<file path="config.mk">
export PLATFORM = sky130hd
export DESIGN_NAME = pipe_hazard_ctrl
export DESIGN_NICKNAME = d
export VERILOG_FILES = /design/src/rtl/pipe_hazard_ctrl.sv
export SDC_FILE = /design/constraint.sdc
export NUM_CORES = 1
export LEC_CHECK = 0
export BUFFER_PORTS_ARGS = -buffer_cell sky130_fd_sc_hd__buf_2
export CORE_ASPECT_RATIO = 0.9
export CORE_MARGIN = 2
export CORE_UTILIZATION = 40
export CTS_CLUSTER_DIAMETER = 60
export DETAILED_ROUTE_END_ITERATION = 16
export GPL_TIMING_DRIVEN = 0
export PLACE_DENSITY_LB_ADDON = 0.15
export REMOVE_ABC_BUFFERS = 1
export SLEW_MARGIN = 20
export SYNTH_ARGS = -nofsm -noshare
export SYNTH_HDL_FRONTEND = slang
export SYNTH_SLANG_ARGS = --single-unit
</file>
<file path="constraint.sdc">
create_clock -name clk -period 3.7 [get_ports clk]
set_input_delay 0.74 -clock clk [delete_from_list [all_inputs] [get_ports clk]]
set_output_delay 0.74 -clock clk [all_outputs]
set_load 0.005 [all_outputs]
</file>
<file path="src/rtl/pipe_hazard_ctrl.sv">
// pipe_hazard_ctrl: load-use/branch/memory-wait hazard control and registered EX forwarding selects.
// Optional HAZ_PERF_CNT_EN adds saturating stall, flush and timeout counters.
module pipe_hazard_ctrl #(
    parameter int MEM_TIMEOUT = 16,
    parameter int CNT_W       = 8
) (
    input  logic       clk,
    input  logic       reset,
    input  logic [4:0] Rn_id,
    input  logic [4:0] Rm_id,
    input  logic       uses_rm_id,
    input  logic [4:0] Rd_ex,
    input  logic       RegWrite_ex,
    input  logic       MemtoReg_ex,
    input  logic [4:0] Rd_mem,
    input  logic       RegWrite_mem,
    input  logic       mem_req,
    input  logic       mem_ready,
    input  logic       branch_taken_mem,
    output logic       pc_en,
    output logic       if_id_en,
    output logic       id_ex_en,
    output logic       ex_mem_en,
    output logic       if_id_flush,
    output logic       id_ex_flush,
    output logic       ex_mem_flush,
    output logic       mem_wb_bubble,
    output logic [1:0] fwdA_ex,
    output logic [1:0] fwdB_ex,
    output logic       mem_err,
`ifdef HAZ_PERF_CNT_EN
    output logic [31:0] stall_cycles,
    output logic [15:0] flush_events,
    output logic [7:0]  timeouts,
`endif
    output logic       in_mem_wait
);
    typedef enum logic {RUN, MEM_WAIT} state_t;

    state_t           state_q, state_d;
    logic [CNT_W-1:0] cnt_q, cnt_d;
    logic [1:0]       fwd_a_q, fwd_a_d, fwd_b_q, fwd_b_d;
    logic             mem_err_q, mem_err_d;
    logic             waiting, freeze, brk, lu, rel, tmo, hold;

    function automatic logic [1:0] fwd_sel(input logic [4:0] src, input logic [4:0] rd_e, input logic ex_ok,
                                           input logic [4:0] rd_m, input logic mem_ok);
        return (ex_ok && rd_e != 5'd31 && rd_e == src) ? 2'b01 :
               (mem_ok && rd_m != 5'd31 && rd_m == src) ? 2'b10 : 2'b00;
    endfunction

    // XZR (r31) never creates a dependency
    assign waiting = state_q == MEM_WAIT;
    assign freeze  = !waiting && mem_req && !mem_ready;
    assign brk     = !waiting && !freeze && branch_taken_mem;
    assign lu      = !waiting && !freeze && !branch_taken_mem && RegWrite_ex && MemtoReg_ex && Rd_ex != 5'd31 &&
                     (Rd_ex == Rn_id || (uses_rm_id && Rd_ex == Rm_id));
    assign rel     = waiting && mem_ready;
    assign tmo     = waiting && !mem_ready && cnt_q == CNT_W'(MEM_TIMEOUT);
    assign hold    = waiting && !rel && !tmo;

    always_ff @(posedge clk or negedge reset) begin
        if (!reset) begin
            state_q   <= RUN;
            cnt_q     <= '0;
            fwd_a_q   <= 2'b00;
            fwd_b_q   <= 2'b00;
            mem_err_q <= 1'b0;
        end else begin
            state_q   <= state_d;
            cnt_q     <= cnt_d;
            fwd_a_q   <= fwd_a_d;
            fwd_b_q   <= fwd_b_d;
            mem_err_q <= mem_err_d;
        end
    end

    always_comb begin
        state_d   = freeze ? MEM_WAIT : (rel || tmo) ? RUN : state_q;
        cnt_d     = freeze ? CNT_W'(1) : (rel || tmo) ? '0 : waiting ? cnt_q + 1'b1 : cnt_q;
        mem_err_d = tmo;
        fwd_a_d   = (brk || lu) ? 2'b00 :
                    (id_ex_en && !ex_mem_flush) ? fwd_sel(Rn_id, Rd_ex, RegWrite_ex && !MemtoReg_ex, Rd_mem, RegWrite_mem) : fwd_a_q;
        fwd_b_d   = (brk || lu) ? 2'b00 :
                    (id_ex_en && !ex_mem_flush) ? fwd_sel(Rm_id, Rd_ex, RegWrite_ex && !MemtoReg_ex, Rd_mem, RegWrite_mem) : fwd_b_q;
    end

    always_comb begin
        pc_en         = !(freeze || hold || lu);
        if_id_en      = !(freeze || hold || lu);
        id_ex_en      = !(freeze || hold);
        ex_mem_en     = !(freeze || hold);
        if_id_flush   = brk;
        id_ex_flush   = brk || lu;
        ex_mem_flush  = brk || tmo;
        mem_wb_bubble = freeze || (waiting && !rel);
        in_mem_wait   = waiting;
    end

    assign fwdA_ex = fwd_a_q;
    assign fwdB_ex = fwd_b_q;
    assign mem_err = mem_err_q;

`ifdef HAZ_PERF_CNT_EN
    logic [31:0] stall_q, stall_d;
    logic [15:0] flush_q, flush_d;
    logic [7:0]  tmo_q, tmo_d;

    always_ff @(posedge clk or negedge reset) begin
        if (!reset) begin
            stall_q <= '0;
            flush_q <= '0;
            tmo_q   <= '0;
        end else begin
            stall_q <= stall_d;
            flush_q <= flush_d;
            tmo_q   <= tmo_d;
        end
    end

    always_comb begin
        stall_d = (!pc_en && stall_q != '1) ? stall_q + 32'd1 : stall_q;
        flush_d = (brk && flush_q != '1) ? flush_q + 16'd1 : flush_q;
        tmo_d   = (tmo && tmo_q != '1) ? tmo_q + 8'd1 : tmo_q;
    end

    assign stall_cycles = stall_q;
    assign flush_events = flush_q;
    assign timeouts     = tmo_q;
`endif
endmodule

</file>
==> metrics <==
most common cell in the netlist dfrtp_1; dpl hpwl 2041 µm; max_cap viols 0; Slew @ Worst Pin 516.3 ps; sequential-to-total area share from yosys stat 0.3353; worst hold margin 322.8 ps; share of cells above drive strength 1 0.3272; Final period util 0.7776; warnings from Yosys 0; critical path arrival 2140 ps; I/O Buffers 42; Hold Path Class in -> async; Fin. Hold Viols 0; RePlAce Congestion 0.8089; Reg clk slew, reported paths 100 ps; startpoint types input pin; total setup buffers inserted after CTS 0; final slew viol count 0; CP Launch Point Rd_ex[3]; DRT antenna net count 0; # setup viols final 0; outcome completed; DRC errors left 0; dpl cell area 1279 µm²; top post-synthesis cells by area dfrtp_1, xnor2_1, xor2_1, o21ai_0, nand3_1; Initial Utilization 0.4234; initial antenna violation count 0; Filler Cells Inserted 265; DRT iter0 DRCs 24; num rows 17; Post-Synthesis Cells 119; Setup Crit Path Kind in -> out; Core Region 2467 µm²; total wire length 2480 µm; Vias/cell 5.253; worst clock skew 14.62 ps; first-pass GRT wire length 4077 µm; Ports 43; minimum clock period 2877 ps; vias in the first global route 931; Leak Pwr 0.6359 nW; Die X 57.87 µm; ys flop type dfrtp_1; critical path data required time 2960 ps; Synth top area share 0.3353; router iterations before antenna repair 4; wire per inst 13.05 µm; Ant. Diodes 0; Post-synth EDFFs 0; pwr dens 282.4 nW/µm²; Total Routing Usage GR 0.1792; maximum clock path buffer count 2; CTS tree built; asr flop ratio synth 1.000; largest net degree at the start of global routing 15; area leader, netlist dfrtp_1; H-tree depth 1; Area Overhead vs Synth 25.87%; utilization after layout 0.5330; synthesized cell area 1045 µm²; top cells by count, synth dfrtp_1, xnor2_1, xor2_1; die area 3037 µm²; CTS buffer count 3; Synth Area per Inst 8.779 µm²; Slew HR 0.6520; Yosys cell types 36; Resized cells post-CTS 0; routed via count 998; Die H 52.49 µm; RSZ-0062 raised after global routing no; # clock sinks 14; peak supply drop 0.1656 mV; Final #Nets 194; reg2reg start cnt_q[0]; f_max 347.6 MHz; CP Max Fanout 6; Worst Setup End Kind primary output; gr ovfl total 0; Seq cells post-synth 14; Final TNS setup 0 ps; Root Driver clkbuf_4; design area 1315 µm²; hold_buf cts 0; clk_lat worst skew 290 ps
-- metal layers --
metal,vias up,GRT usage,part of all wire
met5,-,0,0
met4,0,0.06977,0.0093
met3,4,0.04444,0.070
met2,38,0.2898,0.44
met1,455,0.2301,0.48
li1,501,-,-
-- logic make-up after synthesis --
| group | Yosys count | synth area share |
|---|---|---|
| buf+inv | 11 | 0.04790 |
| simple gates | 47 | 0.2407 |
| compound gates | 22 | 0.1581 |
| mux | 1 | 0.009581 |
| fa+ha+maj | 2 | 0.02395 |
| flops | 14 | 0.3353 |
| xor+xnor | 22 | 0.1844 |
-- critical path, cell delays in order --
cell and delay, ps:
buf_2 130, xnor2_1 170, nand3_1 110, nor3_1 360, o2111a_1 370, or2_2 150, buf_2 100
-- where the power goes --
group	leakage (nW)	total (mW)	switching [mW]	internal [mW]
sequential	0.191	0.165	0.00745	0.158
clock	0.0210	0.115	0.0546	0.0600
combinational	0.424	0.0914	0.0484	0.0430
-- path summary, 6_finish.rpt --
check	to	slack, ps	cells after the start
max	id_ex_flush	820	7
min	cnt_q[5]	320	1
max reg2reg	cnt_q[2]	1440	8
min reg2reg	fwdB_ex[1]	540	2
max in group asynchronous	cnt_q[1]	3120	1
min in group clk	fwdB_ex[1]	540	2
-- area by class of cell --
cell class                 count  area, µm²  area share
sequential                    14      350.3      0.2664
clock buffer                   4      36.28     0.02759
tap                           28      35.03     0.02664
timing repair buffer          43      215.2      0.1637
multi-input combinational     94      651.9      0.4957
inverter                       7      26.28     0.01998
-- sequential cells by signal (all words and copies together) (netlist names) --
register,flops
cnt_q,8
fwdA_ex,2
fwdB_ex,2
in_mem_wait,1
mem_err,1
-- through the flow --
stage	setup slack [ps]	cells	power (mW)
2_1_floorplan	1301	115	0.2144
3_3_place_gp	869.5	185	0.2563
3_5_place_dp	845.0	186	0.2604
4_1_cts	820.8	190	0.3745
5_1_grt	704.4	190	0.3915
6_report	822.9	190	0.3713
-- cell usage in the layout (no fill, tap or decap), types with 2 or more instances in the layout --
cell,synthesis,routed
nand2_1,8,8
nand3_1,9,9
dfrtp_1,14,14
or2_2,2,2
or4_1,2,2
xor2_1,11,11
xnor2_1,11,11
and2_1,2,2
and3_1,3,3
nor2_1,8,8
nor3_1,3,3
buf_2,1,43
ha_1,2,2
o21ai_0,10,10
nor2b_1,3,3
a211oi_1,2,2
clkbuf_4,0,3
nand2b_1,2,2
inv_1,7,7
Power figures use the tool's default switching activity.
